## config.mk

```make
export PLATFORM = sky130hd
export DESIGN_NAME = servo_frame_shift_reg_flat
export DESIGN_NICKNAME = d
export VERILOG_FILES = /design/src/rtl/servo_frame_shift_reg_if.sv /design/src/rtl/servo_frame_shift_reg.sv /design/src/flat_wrapper.sv
export SDC_FILE = /design/constraint.sdc
export NUM_CORES = 1
export LEC_CHECK = 0
export BUFFER_PORTS_ARGS = -buffer_cell sky130_fd_sc_hd__clkbuf_2
export CAP_MARGIN = 10
export CORE_MARGIN = 5
export CORE_UTILIZATION = 55
export DETAILED_ROUTE_END_ITERATION = 16
export GPL_TIMING_DRIVEN = 0
export HOLD_SLACK_MARGIN = 0.08
export PLACE_DENSITY = 0.75
export SLEW_MARGIN = 5
export SYNTH_ARGS = -nofsm -noshare
export SYNTH_HDL_FRONTEND = slang
export SYNTH_SLANG_ARGS = --single-unit
```

## constraint.sdc

```tcl
create_clock -name clk -period 3.8 [get_ports clk]
set_clock_uncertainty 0.15 [all_clocks]
set_input_delay 0 -clock clk [delete_from_list [all_inputs] [get_ports clk]]
set_output_delay 0 -clock clk [all_outputs]
set_load 0.005 [all_outputs]
```

## src/rtl/servo_frame_shift_reg_if.sv

```systemverilog
// Bus between the SPI byte receiver side (master: shift/commit) and the
// servo frame shift register (slave: committed taps and frame status).
//
// Handshake: there is no backpressure. shift and commit are single-cycle
// strobes sampled on every rising clk edge. commit_ok / commit_err answer a
// commit with a one-cycle pulse in the cycle after the commit edge.
// commit is re-evaluated on every cycle it is high; it is not edge-detected.
interface servo_frame_shift_reg_if #(
  parameter int DATA_W   = 8,
  parameter int DEPTH    = 64,
  parameter int NUM_TAPS = 8
);
  localparam int CNT_W = $clog2(DEPTH + 1);

  logic                       shift;
  logic [DATA_W-1:0]          shift_data;
  logic                       commit;
  logic [NUM_TAPS*DATA_W-1:0] taps;
  logic                       taps_valid;
  logic [CNT_W-1:0]           shift_count;
  logic                       frame_full;
  logic                       commit_ok;
  logic                       commit_err;
  logic                       overrun;
  // Debug view of the frame state (EMPTY/FILLING/READY/SATURATED)
  logic [1:0]                 frame_state;

  modport master (
    output shift, shift_data, commit,
    input  taps, taps_valid, shift_count, frame_full,
    input  commit_ok, commit_err, overrun, frame_state
  );

  modport slave (
    input  shift, shift_data, commit,
    output taps, taps_valid, shift_count, frame_full,
    output commit_ok, commit_err, overrun, frame_state
  );
endinterface

```

## src/rtl/servo_frame_shift_reg.sv

```systemverilog
// Byte shift chain with double-buffered output taps. Bytes shift in freely;
// the taps seen by the PWM generators only change on an accepted commit so
// every servo updates from one coherent frame. Short frames are rejected and
// shifting past a saturated count is flagged as overrun.
// DEPTH must be >= NUM_TAPS.
module servo_frame_shift_reg #(
  parameter int DATA_W   = 8,
  parameter int DEPTH    = 64,
  parameter int NUM_TAPS = 8
) (
  input  logic clk,
  input  logic rst,
  servo_frame_shift_reg_if.slave bus
);
  localparam int CNT_W = $clog2(DEPTH + 1);

  localparam logic [CNT_W-1:0] CNT_ONE  = CNT_W'(1);
  localparam logic [CNT_W-1:0] CNT_MAX  = CNT_W'(DEPTH);
  localparam logic [CNT_W-1:0] CNT_FULL = CNT_W'(NUM_TAPS);

  // Frame state is a pure function of shift_count
  localparam logic [1:0] ST_EMPTY     = 2'd0;
  localparam logic [1:0] ST_FILLING   = 2'd1;
  localparam logic [1:0] ST_READY     = 2'd2;
  localparam logic [1:0] ST_SATURATED = 2'd3;

  logic [DATA_W-1:0]          sr [DEPTH];
  logic [NUM_TAPS*DATA_W-1:0] taps_q;
  logic                       taps_valid_q;
  logic [CNT_W-1:0]           count_q;
  logic                       commit_ok_q;
  logic                       commit_err_q;
  logic                       overrun_q;
  logic                       frame_full;
  logic                       accept;
  logic [1:0]                 frame_state;

  assign frame_full = (count_q >= CNT_FULL);
  assign accept     = bus.commit && frame_full;

  // Decode the debug frame state from the fill count
  always_comb begin
    frame_state = ST_EMPTY;
    if (count_q == CNT_MAX) begin
      frame_state = ST_SATURATED;
    end else if (count_q >= CNT_FULL) begin
      frame_state = ST_READY;
    end else if (count_q != '0) begin
      frame_state = ST_FILLING;
    end
  end

  // Live shift chain: moves one stage per shift strobe, last stage drops off
  always_ff @(posedge clk) begin
    if (rst) begin
      for (int i = 0; i < DEPTH; i++) begin
        sr[i] <= '0;
      end
    end else if (bus.shift) begin
      sr[0] <= bus.shift_data;
      for (int i = 1; i < DEPTH; i++) begin
        sr[i] <= sr[i-1];
      end
    end
  end

  // Committed taps: snapshot of the chain as held before the commit edge
  always_ff @(posedge clk) begin
    if (rst) begin
      taps_q       <= '0;
      taps_valid_q <= 1'b0;
    end else if (accept) begin
      for (int k = 0; k < NUM_TAPS; k++) begin
        taps_q[k*DATA_W +: DATA_W] <= sr[k];
      end
      taps_valid_q <= 1'b1;
    end
  end

  // Fill count, overrun flag and commit result pulses
  always_ff @(posedge clk) begin
    if (rst) begin
      count_q      <= '0;
      overrun_q    <= 1'b0;
      commit_ok_q  <= 1'b0;
      commit_err_q <= 1'b0;
    end else begin
      commit_ok_q  <= accept;
      commit_err_q <= bus.commit && !frame_full;
      if (accept) begin
        // A same-cycle shift starts the next frame
        count_q   <= bus.shift ? CNT_ONE : '0;
        overrun_q <= 1'b0;
      end else if (bus.shift) begin
        if (count_q == CNT_MAX) begin
          overrun_q <= 1'b1;
        end else begin
          count_q <= count_q + CNT_ONE;
        end
      end
    end
  end

  assign bus.taps        = taps_q;
  assign bus.taps_valid  = taps_valid_q;
  assign bus.shift_count = count_q;
  assign bus.frame_full  = frame_full;
  assign bus.commit_ok   = commit_ok_q;
  assign bus.commit_err  = commit_err_q;
  assign bus.overrun     = overrun_q;
  assign bus.frame_state = frame_state;
endmodule

```

## src/flat_wrapper.sv

```systemverilog
// flat-port wrapper written by rule: the top's interface ports become plain ports
module servo_frame_shift_reg_flat 
#(
  parameter int DATA_W   = 8,
  parameter int DEPTH    = 64,
  parameter int NUM_TAPS = 8
)
  (clk, rst, bus_shift, bus_shift_data, bus_commit, bus_taps, bus_taps_valid, bus_shift_count, bus_frame_full, bus_commit_ok, bus_commit_err, bus_overrun, bus_frame_state);
  servo_frame_shift_reg_if #(.DATA_W(DATA_W), .DEPTH(DEPTH), .NUM_TAPS(NUM_TAPS)) bus_i ();
  input  logic clk;
  input  logic rst;
  input wire logic [$bits(bus_i.shift)-1:0] bus_shift;
  input wire logic [$bits(bus_i.shift_data)-1:0] bus_shift_data;
  input wire logic [$bits(bus_i.commit)-1:0] bus_commit;
  output wire logic [$bits(bus_i.taps)-1:0] bus_taps;
  output wire logic [$bits(bus_i.taps_valid)-1:0] bus_taps_valid;
  output wire logic [$bits(bus_i.shift_count)-1:0] bus_shift_count;
  output wire logic [$bits(bus_i.frame_full)-1:0] bus_frame_full;
  output wire logic [$bits(bus_i.commit_ok)-1:0] bus_commit_ok;
  output wire logic [$bits(bus_i.commit_err)-1:0] bus_commit_err;
  output wire logic [$bits(bus_i.overrun)-1:0] bus_overrun;
  output wire logic [$bits(bus_i.frame_state)-1:0] bus_frame_state;
  assign bus_i.shift = bus_shift;
  assign bus_i.shift_data = bus_shift_data;
  assign bus_i.commit = bus_commit;
  assign bus_taps = bus_i.taps;
  assign bus_taps_valid = bus_i.taps_valid;
  assign bus_shift_count = bus_i.shift_count;
  assign bus_frame_full = bus_i.frame_full;
  assign bus_commit_ok = bus_i.commit_ok;
  assign bus_commit_err = bus_i.commit_err;
  assign bus_overrun = bus_i.overrun;
  assign bus_frame_state = bus_i.frame_state;
  servo_frame_shift_reg #(.DATA_W(DATA_W), .DEPTH(DEPTH), .NUM_TAPS(NUM_TAPS)) u_core (.clk(clk), .rst(rst), .bus(bus_i));
endmodule
```

==> impl_metrics.tcl <==
set metrics [dict create \
    status "finished, final reports clean" \
    synth-compound-area-share_pct 8.13 \
    clock-sinks 139 \
    dieArea_sq_um 11300 \
    rows 35 \
    synthFlopType "dfxtp_1" \
    synth_top_family_by_area "simple AND/OR/NAND/NOR gates" \
    fin_nets 619 \
    max_freq_ghz 0.416 \
    p_per_area_nw_per_um2 523 \
    syn-cell-area_sq_um 5120 \
    drt_iter0_drc 126 \
    insertion_delay_ns 0.52 \
    grt_antenna_before_repair 0 \
    clock-root-buffer "clkbuf_8" \
    viasPerCell 5.12 \
    critPathCapture "u_core.sr[0][62]" \
    pin_count 90 \
    synth-simple-area-share_pct 20.6 \
    finalSetupViolations 0 \
    finish.instance_area_sq_um 6520 \
    firstDrtPassIters 4 \
    yosysUniqueCellTypes 31 \
    critPathBufInv 4 \
    grt_overflow 0 \
    period_minus_slack_ns 2.40 \
    cts_tree "built" \
    h-tree-depth 4 \
    cp-start-kind "input pin" \
    port_buffers 88 \
    yosysWarnings 0 \
    intPower_uw 2670 \
    drive_gt1_share_pct 22.2 \
    slowest_delay_ns 0.82 \
    synth_edf_count 64 \
    p_leak_uw 0.00262 \
    final_common_cell "nand2_1" \
    critPathLaunch "rst" \
    crit_top_cell "clkbuf_1" \
    path_class "in -> reg" \
    syn_nets 491 \
    final_cell_mix "133 x nand2_1, 88 x clkbuf_2, 75 x dfxtp_1" \
    finalCritPeriodShare_pct 63.3 \
    nFillCells 659 \
    die_w_um 107 \
    drc 0 \
    start_util_pct 56.0 \
    peakVddDrop_v 0.000335 \
    crit_required_ns 3.79 \
    clkPwrFrac_pct 49.0 \
    grt_use_total_pct 20.5 \
    cts_made_buffers 17 \
    critPathMaxFanout 64 \
    synth_xor_area_share_pct 0.342 \
    synthToLayoutAreaGrowth_pct 27.2 \
    core_sq_um 9150 \
    die_h_um 107 \
    combPwrFrac_pct 2.9 \
    power_uw 3410 \
    synth.avg_cell_area_sq_um 10.7 \
    dpl-instance-area_sq_um 5710 \
    crit_cells 5 \
    yosysSeqAreaShare_pct 66.8 \
    synthArstFlopShare_pct 0 \
    grt_pass1_wl_um 18100 \
    r2r_start "u_core.bus.shift_count[3]" \
    slowest_stage "or2_4" \
    antennaDiodeCount 0 \
    cts.clk_slew.worst_paths_ns 0.06 \
    ff2ff_path_depth 6 \
    drv_cap 0 \
    tightest_slew_ns 0.908 \
    seqPwrFrac_pct 48.1 \
    synth_fa_ha_area_share_pct 0.488 \
    wl_per_cell_um 14.9 \
    hpwlAfterDp_um 7200 \
    num_vias 3736 \
    cts_buffer_depth 2 \
    crit_path_end_kind "flop" \
    cp.arrival_ns 2.39 \
    hold_viol 0 \
    min_path_type "in -> reg" \
    slew_headroom_pct 39.5 \
    wirelength_um 10900 \
    setup_tns_ns 0 \
    p_switching_uw 738 \
    grt_pass1_vias 3875 \
    ant_nets 0 \
    synthMuxAreaShare_pct 0.391 \
    syn_inst 477 \
    path_cells "dlygate4sd3_1, clkbuf_2, clkbuf_1, clkbuf_1, or2_4" \
    ys_ff_latch 139 \
    swShare_pct 21.7 \
    post_cts_resize_count 0 \
    reg2reg_slack_ns 1.41 \
    grt_max_degree 65 \
    crit_family "buffers and inverters" \
    finalWeightedCongestion 0.798 \
    rsz0062_at_grt "no" \
    r2r-end "u_core.bus.shift_count[0]" \
    slew_violations 0 \
]
synth_stat cells (3+ instances only):
master    number  share of area (%)
edfxtp_1      64                 37
nand2_1      133                9.7
buf_2         11                1.1
clkbuf_1      17                1.2
or3_1          3               0.37
o21ai_0        3               0.29
a21oi_1       68                6.6
and2_1        64                7.8
buf_6          3               0.66
nor2_1         6               0.44
dfxtp_1       75                 29
nor3b_1        4               0.59
final cells by class:
| cell class | instances | area [sq um] | share of cell area [%] |
|---|---|---|---|
| clock inverters | 15 | 186 | 2.86 |
| plain buffers | 32 | 160 | 2.46 |
| inverters | 2 | 7.51 | 0.115 |
| flip-flops and latches | 139 | 3420 | 52.5 |
| repair buffers | 109 | 651 | 9.98 |
| clock buffers | 17 | 414 | 6.35 |
| multi-input cells | 304 | 1540 | 23.6 |
| well taps | 111 | 139 | 2.13 |
worst min-delay path by stage:
stage	startpoint	endpoint	slack, ns	cells past startpoint
6_report	bus_commit	u_core.bus.commit_err	0.21	3
5_1_grt	bus_commit	u_core.bus.commit_err	0.22	3
4_1_cts	bus_commit	u_core.bus.commit_err	0.20	3
3_5_place_dp	bus_shift_data[1]	u_core.sr[0][1]	0.13	2
3_3_place_gp	bus_shift_data[3]	u_core.sr[0][3]	0.13	2
2_1_floorplan	bus_commit	u_core.bus.commit_err	0.02	1
registers in the layout, summed over array words and instances (netlist names):
| register | count |
|---|---|
| u_core.bus.commit_err | 1 |
| u_core.bus.commit_ok | 1 |
| u_core.bus.overrun | 1 |
| u_core.bus.shift_count | 7 |
| u_core.bus.taps | 64 |
| u_core.bus.taps_valid | 1 |
| u_core.sr | 64 |
power groups by stage:
stage	Combinational [uW]	Clock, uW	Sequential, uW
3_5_place_dp	83.0	0	1670
4_1_cts	98.9	1680	1640
5_1_grt	110	1760	1640
3_3_place_gp	79.6	0	1670
6_report	99.2	1670	1640
2_1_floorplan	53.6	0	1660
worst register-to-register path, cell delays in order, from the launching register on:
cell and delay [ns]:
dfxtp_1 0.31, buf_2 0.17, o41a_1 0.51, buf_2 0.23, mux2i_1 0.22, nand3b_1 0.11
dlygate4sd3_1 0.57
what timing repair did:
item | CTS | global route
hold buffers | 21 | 0
buffers inserted | 0 | 0
endpoints found under the hold margin | 78 | 0
through the flow:
stage	std cells	utilization (%)	hold WS (ns)	setup WS (ns)
final	729	71.2	0.209	1.40
after global routing	729	71.2	0.221	1.29
after CTS	729	71.2	0.199	1.43
after detailed placement	676	62.4	0.128	1.43
after global placement	676	62.3	0.125	1.00
after floorplan	477	-	0.0166	1.87
metal layers:
layer	vias up	global-route usage, %	share of wire [%]
li1	1854	-	-
met1	1768	22.4	40
met2	95	36.5	52
met3	19	6.62	6.0
met4	0	8.58	1.8
met5	-	0	0
cells by family after synthesis:
group | Yosys count
simple gates | 222
flops | 139
compound gates | 76
buf+inv | 34
xor+xnor | 2
mux | 2
fa+ha+maj | 2
Power figures use the tool's default switching activity.
